<file path="src/rtl/tune_pkg.sv">
// Shared definitions for the tone synthesis path: default widths, note ROM
// entry layout {last, dur, fcw} and the sequencer state encoding.
package tune_pkg;

  localparam int unsigned ADDR_W_DEF = 5;
  localparam int unsigned FCW_W_DEF  = 24;
  localparam int unsigned DUR_W_DEF  = 4;

  // Entry field offsets for the default widths.
  localparam int unsigned FCW_LSB  = 0;
  localparam int unsigned DUR_LSB  = FCW_LSB + FCW_W_DEF;
  localparam int unsigned LAST_BIT = DUR_LSB + DUR_W_DEF;

  typedef enum logic [2:0] {
    ST_IDLE,
    ST_FETCH,
    ST_LATCH,
    ST_PLAY,
    ST_GAP,
    ST_NEXT
  } seq_state_e;

endpackage

</file>
<file path="src/rtl/tick_prescaler.sv">
// Tempo tick prescaler: counts 0..TICK_DIV-1 while enabled, pulses tick on
// the terminal count. clear returns the count to 0 and wins over enable.
// Ports: clk, reset (sync, active high), clear, enable, tick.
module tick_prescaler #(
  parameter int unsigned TICK_DIV = 390625
) (
  input  logic clk,
  input  logic reset,
  input  logic clear,
  input  logic enable,
  output logic tick
);

  localparam int unsigned      CNT_W   = $clog2(TICK_DIV);
  localparam logic [CNT_W-1:0] CNT_MAX = CNT_W'(TICK_DIV - 1);

  logic [CNT_W-1:0] cnt_q, cnt_d;

  always_comb begin
    cnt_d = cnt_q;
    tick  = 1'b0;
    if (clear) begin
      cnt_d = '0;
    end else if (enable) begin
      if (cnt_q == CNT_MAX) begin
        cnt_d = '0;
        tick  = 1'b1;
      end else begin
        cnt_d = cnt_q + 1'b1;
      end
    end
  end

  always_ff @(posedge clk) begin
    if (reset) cnt_q <= '0;
    else       cnt_q <= cnt_d;
  end

endmodule

</file>
<file path="src/rtl/tune_sequencer.sv">
// Note sequencer: walks an external synchronous note ROM and issues one FCW
// plus gate per note, holding it for (dur+1) tempo ticks, then GAP_TICKS
// silent ticks before the next note.
// Ports: clk, reset (sync, active high), start/stop pulses, loop_en,
// rom_addr/rom_data ROM port, fcw/gate/note_idx to the DDS bank,
// busy (not idle) and done (non-looping sequence finished).
module tune_sequencer
  import tune_pkg::*;
#(
  parameter int unsigned ADDR_W    = ADDR_W_DEF,
  parameter int unsigned FCW_W     = FCW_W_DEF,
  parameter int unsigned DUR_W     = DUR_W_DEF,
  parameter int unsigned TICK_DIV  = 390625,
  parameter int unsigned GAP_TICKS = 1
) (
  input  logic                     clk,
  input  logic                     reset,
  input  logic                     start,
  input  logic                     stop,
  input  logic                     loop_en,
  output logic [ADDR_W-1:0]        rom_addr,
  input  logic [DUR_W+FCW_W:0]     rom_data,
  output logic [FCW_W-1:0]         fcw,
  output logic                     gate,
  output logic [ADDR_W-1:0]        note_idx,
  output logic                     busy,
  output logic                     done
);

  localparam int unsigned DUR_OFS  = FCW_LSB + FCW_W;
  localparam int unsigned LAST_OFS = DUR_OFS + DUR_W;

  // Tick counter must hold both dur and GAP_TICKS-1.
  localparam int unsigned GAP_W  = (GAP_TICKS < 2) ? 1 : $clog2(GAP_TICKS);
  localparam int unsigned TCNT_W = (DUR_W > GAP_W) ? DUR_W : GAP_W;
  localparam logic [TCNT_W-1:0] GAP_LOAD =
    (GAP_TICKS == 0) ? '0 : TCNT_W'(GAP_TICKS - 1);

  seq_state_e        state_q, state_d;
  logic [ADDR_W-1:0] rom_addr_q, rom_addr_d;
  logic [FCW_W-1:0]  fcw_q, fcw_d;
  logic              gate_q, gate_d;
  logic [ADDR_W-1:0] note_idx_q, note_idx_d;
  logic              last_q, last_d;
  logic [TCNT_W-1:0] tcnt_q, tcnt_d;

  logic              tick;
  logic              presc_clear;
  logic              presc_en;

  logic [FCW_W-1:0]  rd_fcw;
  logic [DUR_W-1:0]  rd_dur;
  logic              rd_last;

  assign rd_fcw  = rom_data[FCW_LSB +: FCW_W];
  assign rd_dur  = rom_data[DUR_OFS +: DUR_W];
  assign rd_last = rom_data[LAST_OFS];

  assign presc_clear = (state_q == ST_LATCH);
  assign presc_en    = (state_q == ST_PLAY) || (state_q == ST_GAP);

  tick_prescaler #(
    .TICK_DIV (TICK_DIV)
  ) u_prescaler (
    .clk    (clk),
    .reset  (reset),
    .clear  (presc_clear),
    .enable (presc_en),
    .tick   (tick)
  );

  always_comb begin
    state_d    = state_q;
    rom_addr_d = rom_addr_q;
    fcw_d      = fcw_q;
    gate_d     = gate_q;
    note_idx_d = note_idx_q;
    last_d     = last_q;
    tcnt_d     = tcnt_q;
    done       = 1'b0;

    unique case (state_q)
      ST_IDLE: begin
        if (start) begin
          rom_addr_d = '0;
          state_d    = ST_FETCH;
        end
      end
      ST_FETCH: begin
        state_d = ST_LATCH;
      end
      ST_LATCH: begin
        fcw_d      = rd_fcw;
        gate_d     = (rd_fcw != '0);
        note_idx_d = rom_addr_q;
        last_d     = rd_last;
        tcnt_d     = TCNT_W'(rd_dur);
        state_d    = ST_PLAY;
      end
      ST_PLAY: begin
        if (tick) begin
          if (tcnt_q == '0) begin
            gate_d = 1'b0;
            if (GAP_TICKS == 0) begin
              state_d = ST_NEXT;
            end else begin
              tcnt_d  = GAP_LOAD;
              state_d = ST_GAP;
            end
          end else begin
            tcnt_d = tcnt_q - 1'b1;
          end
        end
      end
      ST_GAP: begin
        if (tick) begin
          if (tcnt_q == '0) state_d = ST_NEXT;
          else              tcnt_d  = tcnt_q - 1'b1;
        end
      end
      ST_NEXT: begin
        if (!last_q) begin
          rom_addr_d = rom_addr_q + 1'b1;
          state_d    = ST_FETCH;
        end else if (loop_en) begin
          rom_addr_d = '0;
          state_d    = ST_FETCH;
        end else begin
          done       = 1'b1;
          fcw_d      = '0;
          rom_addr_d = '0;
          state_d    = ST_IDLE;
        end
      end
      default: begin
        state_d = ST_IDLE;
      end
    endcase

    if (stop) begin
      state_d    = ST_IDLE;
      gate_d     = 1'b0;
      fcw_d      = '0;
      rom_addr_d = '0;
      done       = 1'b0;
    end

    // busy drops in the same cycle the done pulse is issued.
    busy = (state_q != ST_IDLE) && !done;
  end

  always_ff @(posedge clk) begin
    if (reset) begin
      state_q    <= ST_IDLE;
      rom_addr_q <= '0;
      fcw_q      <= '0;
      gate_q     <= 1'b0;
      note_idx_q <= '0;
      last_q     <= 1'b0;
      tcnt_q     <= '0;
    end else begin
      state_q    <= state_d;
      rom_addr_q <= rom_addr_d;
      fcw_q      <= fcw_d;
      gate_q     <= gate_d;
      note_idx_q <= note_idx_d;
      last_q     <= last_d;
      tcnt_q     <= tcnt_d;
    end
  end

  assign rom_addr = rom_addr_q;
  assign fcw      = fcw_q;
  assign gate     = gate_q;
  assign note_idx = note_idx_q;

endmodule

</file>
<file path="config.mk">
export PLATFORM = sky130hd
export DESIGN_NAME = tune_sequencer
export DESIGN_NICKNAME = d
export VERILOG_FILES = /design/src/rtl/tune_pkg.sv /design/src/rtl/tick_prescaler.sv /design/src/rtl/tune_sequencer.sv
export SDC_FILE = /design/constraint.sdc
export NUM_CORES = 1
export LEC_CHECK = 0
export ABC_CLOCK_PERIOD_IN_PS = 5410
export BUFFER_PORTS_ARGS = -buffer_cell sky130_fd_sc_hd__buf_2
export CAP_MARGIN = 10
export CORE_MARGIN = 5
export CORE_UTILIZATION = 57
export CTS_CLUSTER_DIAMETER = 120
export CTS_CLUSTER_SIZE = 40
export DETAILED_ROUTE_END_ITERATION = 10
export PLACE_DENSITY_LB_ADDON = 0.2
export SYNTH_ARGS = -nofsm -noshare
export SYNTH_HDL_FRONTEND = slang
export SYNTH_SLANG_ARGS = --single-unit
export TNS_END_PERCENT = 5
</file>
<file path="constraint.sdc">
create_clock -name clk -period 5.41 [get_ports clk]
set_clock_uncertainty 0.1 [all_clocks]
set_input_delay 1.082 -clock clk [delete_from_list [all_inputs] [get_ports clk]]
set_output_delay 1.082 -clock clk [all_outputs]
set_load 0.03 [all_outputs]
</file>
# After elaboration in Yosys (flattened, before gate mapping)
# Index checks and enable logic that the tools add are counted.
op_classes:
  eq_ne: 14
  addsub: 3
  mux: 30
  reduce_logical: 18
ops:
  columns: ["op", "n"]
  rows:
  - ["$mux W24", 2]
  - ["$pmux W24 S2", 1]
  - ["$reduce_bool A24 Y1", 1]
  - ["$add A19 B1 Y19 const B", 1]
  - ["$eq A19 B19 Y1 const B", 1]
  - ["$mux W19", 1]
  - ["$pmux W3 S6", 1]
  - ["$mux W4", 4]
  - ["$mux W3", 5]
  - ["$ne A2 B2 Y1 const B", 6]
  - ["$pmux W4 S3", 1]
  - ["$mux W1", 11]
  - ["$mux W5", 2]
  - ["$pmux W5 S2", 1]
  - ["$eq A3 B2 Y1 const B", 2]
  - ["$eq A3 B3 Y1 const B", 2]
  - ["$reduce_and A3 Y1", 2]
  - ["$reduce_bool A2 Y1", 3]
  - ["$reduce_bool A3 Y1", 2]
  - ["$add A5 B1 Y5 const B", 1]
  - ["$reduce_and A5 Y1", 1]
  - ["$logic_not A4 Y1", 1]
  - ["$ne A2 B1 Y1 const B", 2]
  - ["$reduce_and A4 Y1", 1]
  - ["other kinds (9)", 10]
totals:
  word_cells: 73
  out_inout_bits: 37
  regBits: 62
  in_bits: 34

# Logic depth before layout (Yosys ltp)
# Gate-level depths: netlist of the first run.
logic_depth:
  word_depth: 6
  mapped_depth: 8
  depth_no_buf: 7

# Cells and area by module
# From an unflattened synthesis of the first run, not the netlist that was laid out.
hier_totals:
  cells_unflattened: 322
  area_unflattened_um2: 2899.0
modules_own_cells:
  columns: ["mod", "cells_per_inst", "instances", "seq_area_each_um2", "area_each_um2"]
  rows:
  - ["tune_sequencer", 215, 1, 860.8, 1925.6]
  - ["tick_prescaler", 107, 1, 380.4, 973.4]

# Worst setup path after synthesis of the first run
# Ideal clock, no wire load.
synth_path:
  kind: "input -> output"
  startpoint: "input loop_en"
  endpoint: "output busy"
  arrival_ns: 2.300
  path_buffers: 0
  path_slack_ns: 1.928
  t_required_ns: 4.228
  cell_stages: 3
  path_cell_list: "nand2b_1 > nor3_1 > nor2_1"
synth_via:
  elab_chain_cells: 6
synth_rtl:
  columns: ["element", "line", "rtl"]
  rows:
  - ["from (decl)", "tune_sequencer.sv:20", "input logic loop_en,"]
  - ["$mux W1", "tune_sequencer.sv:125", "end else if (loop_en) begin"]
  - ["$mux W1", "tune_sequencer.sv:122", "if (!last_q) begin"]
  - ["$mux W1", "tune_sequencer.sv:82", "unique case (state_q)"]
  - ["$mux W1", "tune_sequencer.sv:140", "if (stop) begin"]
  - ["named net done", "tune_sequencer.sv:27", "output logic done"]
  - ["$logic_not A1 Y1", "tune_sequencer.sv:149", "busy = (state_q != ST_IDLE) && !done;"]
  - ["$logic_and A1 B1 Y1", "tune_sequencer.sv:149", null]
  - ["to (decl)", "tune_sequencer.sv:26", "output logic busy,"]
# The timed path passes the listed nets, and every way through them passes these cells.

# Final worst setup path of the first run
layout_path:
  startpoint: "register state_q[0]"
  endpoint: "output busy"
layout_via:
  elab_chain_cells: 5
  word_cells_on_any_way: 6
  cone_classes: "eq/ne: 1; mux: 2; reduce/logical: 3"
layout_rtl:
  columns: ["element", "line", "rtl"]
  rows:
  - ["from (decl)", "tune_sequencer.sv:39", "seq_state_e state_q, state_d;"]
  - ["from (signal assigned)", "tune_sequencer.sv:162", "state_q <= state_d;"]
  - ["$eq A3 B3 Y1", "tune_sequencer.sv:82", null]
  - ["$mux W1", "tune_sequencer.sv:82", null]
  - ["$mux W1", "tune_sequencer.sv:140", null]
  - ["$logic_not A1 Y1", "tune_sequencer.sv:149", null]
  - ["$logic_and A1 B1 Y1 *", "tune_sequencer.sv:149", null]
# Every way passes the cells marked *; elsewhere a longest branch is shown, timed or not.

==> results.yml, run 1 <==
logic_synthesis:
  synth_warnings: 0
  ys.flop_type: "dfxtp_1"
  ys_top_cells_by_area: "dfxtp_1 (44%), nor2_1 (8.3%), a22oi_1 (6.7%), xnor2_1 (4.0%), nand2_1 (3.9%)"
  yosysTopAreaCell: "dfxtp_1"
  synth_cell_types: 49
  ys_async_sr_fraction_pct: 0
  synth_simple_gate_area_share_pct: 27.8
  synth.avg_cell_area_sq_um: 8.55
  synth-edff-count: 0
  syn_area_sq_mm: 0.00281
  synthMuxAreaShare_pct: 0.356
  syn-num-nets: 368
  yosys.area_share.xor_xnor_pct: 5.29
  yosysSeqAreaShare_pct: 44.1
  synth_adder_area_share_pct: 2.22
  synth_compound_area_share_pct: 17.3
  netlist.area_leader.share_pct: 44.1
  synth_top_family_by_area: "simple AND/OR/NAND/NOR gates"
  syn_inst: 329
  synth-seq-cells: 62
critical_path:
  cp_max_fo: 16
  r2r-end: "tcnt_q[2]$_SDFFE_PP0P_"
  r2r_setup_slack_ps: 3030
  required_ps: 4230
  ff2ff_path_depth: 5
  cp.arrival_ps: 1890
  r2r-start: "state_q[0]$_SDFFE_PP0P_"
  cp-start-kind: "register"
  end_kind: "primary output"
  worstSetupPathType: "register to primary output"
power:
  switching_share_pct: 22.8
  combPwrFrac_pct: 5.8
  power.switching_w: 0.000218
  power.density_mw_per_mm2: 281
  pwr-share-clk_pct: 45.7
  ir_worst_vdd_uv: 221
  p_leak_nw: 1.35
  seqPwrFrac_pct: 48.5
  p_int_w: 0.000740
clocking:
  cts_tree: "built"
  clockRootBuffer: "clkbuf_8"
  htreeDepth: 3
  cts_made_buffers: 9
  cts.sinks: 62
  cts.reportedPaths.clkPinSlew_ps: 60
  worstSkewPairLatency_ps: 340
  clk_path_buf_depth: 2
  ctsHoldBuffers: 0
  cts_setup_buffers: 0
  cts_repair_resize_count: 0
timing:
  tns_ps: 0
  timing.fmax_mhz: 326
  fin_crit_sh_pct: 56.7
  drv_slew: 0
  worstMarginPinSlew_ps: 915
  slew_headroom_pct: 38.8
  hold_violations: 0
  final_period_minus_worst_setup_slack_ps: 3070
  rsz0062_at_grt: "no"
  setup_viol: 0
die:
  io_pins: 71
  die_y_um: 80.3
  start_util_pct: 59.2
  dieArea_sq_mm: 0.00644
  fp.dieW_um: 80.3
  rows: 25
  coreArea_sq_mm: 0.00475
grt:
  grt_max_degree: 36
  grt_overflow_total: 0
  grt_pass1_wl_um: 11400
  grt_pass1_vias: 2551
  antenna_found_initial: 0
  gr-usage-all-layers_pct: 22.2
detailed_routing:
  dr.pass1.iters: 5
  wl_um: 6670
  detail-route-antenna-nets: 0
  vias_per_cell: 5.64
  wire_per_inst_um: 14.2
  drt_iter0_markers: 198
  drc: 0
  route.vias.total: 2643
outcome:
  outcome: "finished, final reports clean"
placement:
  portBuffers: 70
  gp_congestion: 0.877
  dp_hpwl_um: 4650
final_layout:
  final_nets: 436
  drive_gt1_share_pct: 25.4
  fin_util_pct: 71.8
  syn2layout_area_growth_pct: 21.3
  diodes: 0
hold_path:
  hp-class: "register to register"
  holdPathEnd: "note_idx[3]$_SDFFE_PP0P_"
  hold_depth: 2
  holdCritStartpoint: "note_idx[3]$_SDFFE_PP0P_"
job:
  drv_cap: 0
[flip-flops by register name, indices dropped and copies added (netlist names)]
| signal | flops |
|---|---|
| gate | 1 |
| rom_addr | 5 |
| tcnt_q | 4 |
| note_idx | 5 |
| fcw | 24 |
| last_q | 1 |
| state_q | 3 |
| u_prescaler.cnt_q | 19 |
[Yosys cell counts (4+ instances only)]
library cell and number:
inv_1 4, and4_1 5, nand4_1 4, o21ai_0 6, a22oi_1 25, clkbuf_1 8, dfxtp_1 62, nand2_1 29
xor2_1 4, nor3_1 14, a211oi_1 4, nor2_1 62, ha_1 5, a21oi_1 20, nor4_1 6, buf_2 6
xnor2_1 13, nand3_1 8
[area by class of cell]
class / instances / area [sq um]
multi-input combinational: 248 / 1490
fill: 390 / 1340
sequential: 62 / 1240
timing repair buffer: 72 / 365
clock buffer: 10 / 128
clock inverter: 6 / 86.3
tap: 67 / 83.8
inverter: 4 / 15.0
[critical path, stage by stage, from the launching register on]
cell,delay (ps)
dfxtp_1,640
nand3b_1,310
nor3_1,330
nor2_1,80
buf_2,180
[per-layer routing]
layer / part of all wire, % / wire length (um) / global-route usage (%) / up-vias
met5: 0 / 0 / 0 / -
met4: 1.4 / 92 / 8.45 / 0
met1: 44 / 2910 / 27.6 / 1243
met3: 6.9 / 457 / 6.28 / 11
met2: 48 / 3210 / 36.3 / 77
li1: - / - / - / 1312
[through the flow]
stage	instance area, sq um	std cells	worst slack, ps	hold slack, ps	total power, W
floorplan	2810	329	1930	364	0.000507
global placement	3200	453	2480	342	0.000529
detailed placement	3200	453	2430	346	0.000530
CTS	3410	469	2370	356	0.000965
global route	3410	469	2190	392	0.000993
finish	3410	469	2340	356	0.000958
[worst max-delay path by stage]
stage                            start   end  slack (ps)  cells after the start
6_report       state_q[0]$_SDFFE_PP0P_  busy        2340                      4
2_1_floorplan                  loop_en  busy        1930                      3
5_1_grt        state_q[0]$_SDFFE_PP0P_  busy        2190                      4
4_1_cts        state_q[0]$_SDFFE_PP0P_  busy        2370                      4
3_3_place_gp                   loop_en  busy        2480                      5
3_5_place_dp                   loop_en  busy        2430                      5
[logic make-up after synthesis]
family          count (synthesis)
simple gates                  153
compound gates                 72
flops                          62
buf+inv                        19
xor+xnor                       17
fa+ha+maj                       5
mux                             1
[layout by cell type, fill, tap and decap left out, types with 2 or more instances in the layout]
| cell type | count |
|---|---|
| nand3_1 | 8 |
| a211oi_1 | 4 |
| nand2b_1 | 3 |
| nand2_1 | 29 |
| nand3b_1 | 3 |
| inv_1 | 4 |
| bufinv_16 | 2 |
| xor2_1 | 4 |
| a22oi_1 | 25 |
| nor2_1 | 61 |
| a21oi_1 | 20 |
| nor2_2 | 2 |
| nand4_1 | 4 |
| o31ai_1 | 3 |
| a21boi_0 | 2 |
| nor4_2 | 2 |
| o21ai_0 | 6 |
| clkinv_2 | 2 |
| dfxtp_1 | 62 |
| xnor2_1 | 13 |
| or2_2 | 2 |
| a31oi_1 | 2 |
| nor2b_1 | 2 |
| and4_1 | 5 |
| nor3_1 | 14 |
| buf_4 | 2 |
| clkbuf_8 | 9 |
| nor4_1 | 6 |
| or3b_1 | 2 |
| ha_1 | 5 |
| and2_1 | 2 |
| buf_2 | 70 |
[power by group through the flow]
stage | Combinational [W] | Clock [W] | Sequential [W]
final | 0.0000555 | 0.000438 | 0.000464
after global routing | 0.0000622 | 0.000466 | 0.000465
after CTS | 0.0000560 | 0.000445 | 0.000464
after detailed placement | 0.0000557 | 0 | 0.000475
after global placement | 0.0000549 | 0 | 0.000475
after floorplan | 0.0000317 | 0 | 0.000475
Note: power is estimated with default switching activity, not from simulation.
==> run 2: changes to the inputs <==
--- a/config.mk
+++ b/config.mk
@@ -5,11 +5,11 @@
 export SDC_FILE = /design/constraint.sdc
 export NUM_CORES = 1
 export LEC_CHECK = 0
-export ABC_CLOCK_PERIOD_IN_PS = 5410
+export ABC_CLOCK_PERIOD_IN_PS = 3150
 export BUFFER_PORTS_ARGS = -buffer_cell sky130_fd_sc_hd__buf_2
 export CAP_MARGIN = 10
 export CORE_MARGIN = 5
-export CORE_UTILIZATION = 57
+export CORE_UTILIZATION = 53
 export CTS_CLUSTER_DIAMETER = 120
 export CTS_CLUSTER_SIZE = 40
 export DETAILED_ROUTE_END_ITERATION = 10
==> constraint.sdc (replaced) <==
create_clock -name clk -period 3.15 [get_ports clk]
set_clock_uncertainty 0.1 [all_clocks]
set_input_delay 0.63 -clock clk [delete_from_list [all_inputs] [get_ports clk]]
set_output_delay 0.63 -clock clk [all_outputs]
set_load 0.03 [all_outputs]
==> run 2 against run 1 <==
Wire length is 1.2% higher. Die area is 6.6% higher. Combinational power is 75% higher. Critical endpoint unchanged. Largest power group is now the clock network. Highest routed layer unchanged.
==> results.yml, run 2 (synthesis results as in run 1) <==
critical_path:
  r2r-start: "state_q[0]$_SDFFE_PP0P_"
  cp.arrival_ps: 1820
  slowest_delay_ps: 630
  end_kind: "primary output"
  cp-start-kind: "register"
  ff2ff_path_depth: 5
  worstSetupPathType: "register to primary output"
  worst-path-buf-inv: 1
  cp_max_fo: 16
  crit_slowest_cell: "dfxtp_1"
  r2r_setup_slack_ps: 850
  required_ps: 2420
  crit_path_cell_trace: "nand3b_1 > nor3_1 > nor2_1 > buf_2"
  crit_family: "simple AND/OR/NAND/NOR gates"
  r2r-end: "tcnt_q[2]$_SDFFE_PP0P_"
timing:
  drv_slew: 0
  final_period_minus_worst_setup_slack_ps: 2550
  timing.fmax_mhz: 392
  worstMarginPinSlew_ps: 862
  setup_viol: 0
  tns_ps: 0
  slew_headroom_pct: 42.3
  hold_violations: 0
  fin_crit_sh_pct: 81.0
  rsz0062_at_grt: "no"
  holdWs_ps: 355
power:
  switching_share_pct: 21.4
  seqPwrFrac_pct: 46.9
  power.density_mw_per_mm2: 494
  p_leak_nw: 1.37
  power.switching_w: 0.000364
  ir_worst_vdd_uv: 260
  pwr-share-clk_pct: 47.4
  combPwrFrac_pct: 5.7
  p_int_w: 0.00134
final_layout:
  fin_cells: 473
  final_cell_mix: "buf_2 (70), dfxtp_1 (62), nor2_1 (61)"
  final_nets: 437
  drive_gt1_share_pct: 25.6
  layout.cells.most_common: "buf_2"
  largest_reg_flops: 24
  syn2layout_area_growth_pct: 22.4
  diodes: 0
hold_path:
  holdCritStartpoint: "note_idx[1]$_SDFFE_PP0P_"
  hold_depth: 2
  hp-class: "register to register"
  holdPathEnd: "note_idx[1]$_SDFFE_PP0P_"
clocking:
  worstSkewPairLatency_ps: 330
  cts_tree: "built"
  cts_setup_buffers: 0
  ctsHoldBuffers: 0
  cts_repair_resize_count: 0
  cts_made_buffers: 9
  clockRootBuffer: "clkbuf_8"
  cts.reportedPaths.clkPinSlew_ps: 70
  clk_path_buf_depth: 2
  htreeDepth: 3
  cts.sinks: 62
outcome:
  outcome: "finished, final reports clean"
grt:
  gr-usage-all-layers_pct: 20.0
  grt_overflow_total: 0
  grt_pass1_wl_um: 11600
  grt_max_degree: 29
  antenna_found_initial: 0
  grt_pass1_vias: 2554
placement:
  dp_hpwl_um: 4920
  portBuffers: 70
  gp_congestion: 0.827
  dp_cells: 457
die:
  coreArea_sq_mm: 0.00514
  fp.dieW_um: 82.9
  die_y_um: 82.9
  start_util_pct: 54.7
  rows: 26
  io_pins: 71
  dieArea_sq_mm: 0.00687
detailed_routing:
  detail-route-antenna-nets: 0
  dr.pass1.iters: 4
  wl_um: 6750
  route.vias.total: 2635
  drt_iter0_markers: 215
  drc: 0
  wire_per_inst_um: 14.3
  vias_per_cell: 5.57
job:
  drv_cap: 0
## run 2: cell type report
| cell class | count | area (sq um) |
|---|---|---|
| multi-input cells | 248 | 1490 |
| flip-flops and latches | 62 | 1240 |
| inverters | 4 | 15.0 |
| fillers | 454 | 1700 |
| clock inverters | 3 | 65.1 |
| clock buffers | 13 | 169 |
| repair buffers | 73 | 373 |
| well taps | 70 | 87.6 |
## run 2: power groups by stage
stage / Combinational [W] / Clock [W] / Sequential, W
2_1_floorplan: 0.0000544 / 0 / 0.000816
3_3_place_gp: 0.0000959 / 0 / 0.000815
6_report: 0.0000969 / 0.000806 / 0.000798
3_5_place_dp: 0.0000966 / 0 / 0.000815
4_1_cts: 0.0000971 / 0.000823 / 0.000798
5_1_grt: 0.000108 / 0.000866 / 0.000798
## run 2: worst max-delay path by stage
stage                                  startpoint                     end  slack (ps)  depth (start not counted)
after floorplan           state_q[1]$_SDFFE_PP0P_                    busy         560                          4
after global placement    state_q[2]$_SDFFE_PP0P_  tcnt_q[2]$_SDFFE_PP0P_        1020                          5
after detailed placement  state_q[0]$_SDFFE_PP0P_  tcnt_q[2]$_SDFFE_PP0P_         920                          5
after CTS                 state_q[0]$_SDFFE_PP0P_                    busy         620                          4
after global routing      state_q[0]$_SDFFE_PP0P_                    busy         460                          4
final                     state_q[0]$_SDFFE_PP0P_                    busy         600                          4
## run 2: layer usage
layer | up-vias | part of all wire (%) | wire length [um] | track usage, %
met5 | - | 0 | 0 | 0
met4 | 0 | 2.5 | 168 | 9.51
met3 | 15 | 7.3 | 490 | 5.84
met2 | 88 | 46 | 3140 | 31.7
met1 | 1215 | 44 | 2950 | 24.8
li1 | 1317 | - | - | -
## run 2: tightest hold or removal path, delay by kind of cell (launching register included)
family           cells  cell delay [ps]
AO/OA/AOI/OAI        1               50
AND/OR/NAND/NOR      1               50
flip-flops           1              310
## run 2: per-stage QoR
stage / cell area, sq um / setup slack, ps / power [W] / util (%)
after floorplan: 2810 / 563 / 0.000871 / -
after global placement: 3210 / 1020 / 0.000911 / 62.4
after detailed placement: 3210 / 917 / 0.000912 / 62.4
after CTS: 3440 / 616 / 0.00172 / 67.0
after global routing: 3440 / 458 / 0.00177 / 67.0
final: 3440 / 599 / 0.00170 / 67.0
